`config.mk`:
```
export PLATFORM = sky130hd
export DESIGN_NAME = ss_feeder
export DESIGN_NICKNAME = d
export VERILOG_FILES = /design/src/rtl/ss_feeder.sv
export SDC_FILE = /design/constraint.sdc
export NUM_CORES = 1
export LEC_CHECK = 0
export CAP_MARGIN = 20
export CORE_UTILIZATION = 56
export DETAILED_ROUTE_END_ITERATION = 16
export PLACE_DENSITY = 0.75
export SLEW_MARGIN = 20
export SYNTH_ARGS = -nofsm -noshare
export SYNTH_HDL_FRONTEND = slang
export SYNTH_SLANG_ARGS = --single-unit
```
`constraint.sdc`:
```
create_clock -name clk -period 2.6 [get_ports clk]
set_input_delay 0.52 -clock clk [delete_from_list [all_inputs] [get_ports clk]]
set_output_delay 0.52 -clock clk [all_outputs]
set_load 0.005 [all_outputs]
```
`src/rtl/ss_feeder.sv`:
```
// Byte-serial frame loader for SS: assembles 16-bit words into a local buffer, replays them as one
// gap-free in_valid burst, then holds off for the SS compute time before accepting the next header.
module ss_feeder (
   input  logic        clk,
   input  logic        rst_n,
   input  logic        s_valid,
   input  logic [7:0]  s_data,
   output logic        s_ready,
   output logic        ss_in_valid,
   output logic [15:0] ss_matrix,
   output logic        ss_matrix_size,
   output logic        busy
);

   typedef enum logic [1:0] {HDR, LOAD, PLAY, GAP} state_t;

   state_t      state, state_nxt;
   logic [5:0]  cnt, cnt_nxt;
   logic        phase, phase_nxt;
   logic        size, size_nxt;
   logic [7:0]  hold, hold_nxt;
   logic        ready_nxt;
   logic        wr_en;
   logic        xfer;
   logic [5:0]  last_word;
   logic [5:0]  last_gap;
   logic [15:0] mem [32];

   assign xfer      = s_valid && s_ready;
   assign last_word = size ? 6'd31 : 6'd7;
   // GAP length matches the SS compute duration for the latched size
   assign last_gap  = size ? 6'd10 : 6'd4;

   always_ff @(posedge clk or negedge rst_n) begin
      if (!rst_n) begin
         state   <= HDR;
         cnt     <= 6'd0;
         phase   <= 1'b0;
         size    <= 1'b0;
         hold    <= 8'd0;
         s_ready <= 1'b0;
      end else begin
         state   <= state_nxt;
         cnt     <= cnt_nxt;
         phase   <= phase_nxt;
         size    <= size_nxt;
         hold    <= hold_nxt;
         s_ready <= ready_nxt;
      end
   end

   always_comb begin
      state_nxt = state;
      cnt_nxt   = cnt;
      phase_nxt = phase;
      size_nxt  = size;
      hold_nxt  = hold;
      wr_en     = 1'b0;
      case (state)
         HDR: begin
            if (xfer) begin
               size_nxt  = s_data[0];
               cnt_nxt   = 6'd0;
               phase_nxt = 1'b0;
               state_nxt = LOAD;
            end
         end
         LOAD: begin
            if (xfer) begin
               if (!phase) begin
                  hold_nxt  = s_data;
                  phase_nxt = 1'b1;
               end else begin
                  wr_en     = 1'b1;
                  phase_nxt = 1'b0;
                  if (cnt == last_word) begin
                     cnt_nxt   = 6'd0;
                     state_nxt = PLAY;
                  end else begin
                     cnt_nxt = cnt + 6'd1;
                  end
               end
            end
         end
         PLAY: begin
            if (cnt == last_word) begin
               cnt_nxt   = 6'd0;
               state_nxt = GAP;
            end else begin
               cnt_nxt = cnt + 6'd1;
            end
         end
         GAP: begin
            if (cnt == last_gap) begin
               cnt_nxt   = 6'd0;
               state_nxt = HDR;
            end else begin
               cnt_nxt = cnt + 6'd1;
            end
         end
         default: state_nxt = HDR;
      endcase
      // s_ready is registered so it stays low for the first cycle after reset release
      ready_nxt = (state_nxt == HDR) || (state_nxt == LOAD);
   end

   always_ff @(posedge clk) begin
      if (wr_en) begin
         mem[cnt[4:0]] <= {hold, s_data};
      end
   end

   always_comb begin
      ss_in_valid    = (state == PLAY);
      ss_matrix      = 16'd0;
      ss_matrix_size = 1'b0;
      busy           = (state != HDR);
      if (state == PLAY) begin
         ss_matrix      = mem[cnt[4:0]];
         ss_matrix_size = (cnt == 6'd0) ? size : 1'b0;
      end
   end

endmodule

```
==> results.json <==
{
  "status": "finished, violations left",
  "violations": "design-rule violations, negative setup slack",
  "layout.nets": 1167,
  "final_cells": 1650,
  "dpl.hpwl_mm": 29.66,
  "cts_hold_buf": 0,
  "setup-violations-final": 17,
  "async_reset_ff_share_pct": 3.578,
  "synth_area_leaders": "edfxtp_1 (75%), mux4_2 (14%), dfrtp_1 (2.3%)",
  "slew_viol_final": 0,
  "cpMostUsedCell": "buf_12",
  "hp-class": "primary input to asynchronous set/reset pin",
  "synthFlopType": "edfxtp_1",
  "clkSinkCount": 531,
  "critPathMaxFanout": 5,
  "syn_nets": 946,
  "ioPinCount": 31,
  "grt_pass1_wl_mm": 74.30,
  "core_area_um2": 35830,
  "grt_pass1_vias": 11042,
  "syn_inst": 926,
  "rsz0062_at_grt": "yes",
  "finalClockSkew_ns": 0.01355,
  "max-slew-margin-rel_pct": 30.03,
  "cts_buffer_depth": 3,
  "synth_seq_cells": 531,
  "synth_top_area_share_pct": 74.86,
  "grt_start_max_net_pins": 35,
  "cp_slowest_stage_delay_ns": 0.51,
  "drt_first_pass_iters": 11,
  "drt_iter0_drc": 1375,
  "cp_slowest_cell": "dfrtp_4",
  "path_delay_family": "compound AO/OA/AOI/OAI gates",
  "ys_warn_count": 0,
  "area_growth_pct": 21.80,
  "crit_required_ns": 2.08,
  "ant_nets": 0,
  "design.die.area_um2": 37450,
  "fin_crit_sh_pct": 126.0,
  "grt.total_usage_pct": 27.84,
  "path_clk_slew_ns": 0.06,
  "p_leak_nw": 8.108,
  "num-fill-cells": 2068,
  "dp_cells": 1530,
  "crit_arrival_ns": 2.76,
  "cp_cell_sequence": "buf_12 > buf_12 > buf_16 > mux4_2 > a22o_4 > a221oi_4 > a31oi_1 > buf_2",
  "cts_tree": "yes",
  "rows": 69,
  "drcViolationCount": 2,
  "root_buffer": "clkbuf_16",
  "hold_viol_final": 0,
  "synthesis.area_um2": 20540,
  "synth_cell_types": 50,
  "htree_levels": 2,
  "crit_type": "flop to output pin",
  "place_congestion": 0.8163,
  "die_y_um": 193.5,
  "avgSynthCellArea_um2": 22.18,
  "maxCapViolCount": 0,
  "max_freq_mhz": 305.3,
  "vias": 10792,
  "utilization_pct": 69.82,
  "worst-path-buf-inv": 4,
  "avgRoutedWirePerCell_um": 31.01,
  "irDropWorstVdd_v": 0.0009463,
  "synthTopCellsByCount": "edfxtp_1 (512), mux4_2 (128), nor2_1 (37)",
  "clk-insertion-delay-late_ns": 0.57,
  "die_w_um": 193.5,
  "yosysMostFrequentCell": "edfxtp_1",
  "fin_crit_ns": 3.276,
  "cp-start-kind": "flop",
  "power_density_nw_per_um2": 946.6,
  "end_kind": "output pin",
  "seq_area_frac_synth_pct": 77.17,
  "drt-total-wl_mm": 51.17,
  "start_util_pct": 57.32,
  "cts_buffers": 51,
  "synth-edff-count": 512,
  "final_layout_size_suffix_gt1_share_pct": 40.45,
  "worst_slew_pin_slew_ns": 1.050,
  "via_per_inst": 6.541,
  "grt_overflow_total": 0,
  "port_buffers": 30,
  "antenna_cells": 0,
  "yosysTopAreaCell": "edfxtp_1",
  "setup_ws_ns": -0.6756,
  "antenna_found_initial": 0
}
metal layers:
layer	vias up	part of all wire (%)	global-route usage, %
met4	0	3.0	9.422
met5	-	0	0
met1	5619	37	38.19
met2	656	50	45.79
met3	95	9.4	4.881
li1	4422	-	-
path summary, 6_finish.rpt:
kind | cells after the start | end | start | slack, ns
worst max register to register | 10 | mem[8][12] | cnt[0] | 0.08
worst min register to register | 1 | hold[6] | hold[6] | 0.51
max in group asynchronous | 2 | cnt[1] | rst_n | 2.05
min in group clk | 1 | hold[6] | hold[6] | 0.51
worst min-delay path | 2 | cnt[5] | rst_n | 0.30
worst max-delay path | 8 | ss_matrix[9] | cnt[0] | -0.68
layout by cell type (no fill, tap or decap), drive strengths merged, types with 9 or more instances in the layout:
master,synthesis,routed
mux4,128,128
nand2,17,17
nor2,37,37
clkdlybuf4s50,0,13
a31oi,17,17
clkbuf,20,62
a22o,17,17
a22oi,33,33
clkinv,1,29
ha,9,9
dfrtp,19,19
buf,30,205
mux2,10,10
a221oi,16,16
edfxtp,512,512
layout make-up:
cell class / instances / area [µm²] / area share, %
clock inverters: 33 / 241.5 / 0.9653
clock buffers: 62 / 1370 / 5.477
repair buffers: 218 / 2185 / 8.733
multi-input cells: 338 / 4752 / 19.00
well taps: 461 / 576.8 / 2.306
flip-flops and latches: 531 / 15860 / 63.39
inverters: 7 / 33.78 / 0.1350
metrics by stage:
step | instance area (µm²) | setup TNS [ns] | setup slack [ns] | hold slack [ns] | total power (W)
after floorplan | 20540 | 0 | 0.07325 | 0.2244 | 0.01360
after global routing | 25020 | -11.09 | -0.7575 | 0.3179 | 0.02439
final | 25020 | -9.942 | -0.6756 | 0.2992 | 0.02368
after global placement | 22730 | -7.700 | -0.7075 | 0.4898 | 0.01539
after CTS | 24920 | -10.16 | -0.6570 | 0.2971 | 0.02356
after detailed placement | 22730 | -8.427 | -0.7416 | 0.4951 | 0.01551
registers in the layout (all words and copies together), names as in the netlist:
name / cells
cnt: 6
hold: 8
mem: 512
phase: 1
s_ready: 1
size: 1
state: 2
worst reg2reg max path, cell delays in order, from the launching register on:
cell	delay (ns)
dfrtp_4	0.51
buf_12	0.17
buf_12	0.14
buf_16	0.14
buf_8	0.13
inv_8	0.05
ha_4	0.14
buf_4	0.10
nand2_1	0.23
nor2_1	0.35
buf_4	0.27
power breakdown:
part | internal [W] | total [W] | leakage, nW | switching, W
Sequential | 0.0102 | 0.0104 | 4.84 | 0.000203
Combinational | 0.00319 | 0.00615 | 2.47 | 0.00295
Clock | 0.00405 | 0.00717 | 0.801 | 0.00312
logic make-up after synthesis:
family | Yosys count | share of synthesized area, %
multiplexers | 138 | 14.58
flip-flops | 531 | 77.17
AND/OR/NAND/NOR | 88 | 2.224
buffers and inverters | 57 | 1.584
adder cells (fa/ha/maj) | 9 | 0.5483
AO/OA/AOI/OAI | 103 | 3.887
repair_timing:
item	4_1_cts	5_1_grt
resized for setup	129	20
buffers inserted	19	8
cloned	4	0
pin swaps	40	24
endpoints found under the setup margin	17	66
Power figures use the tool's default switching activity.
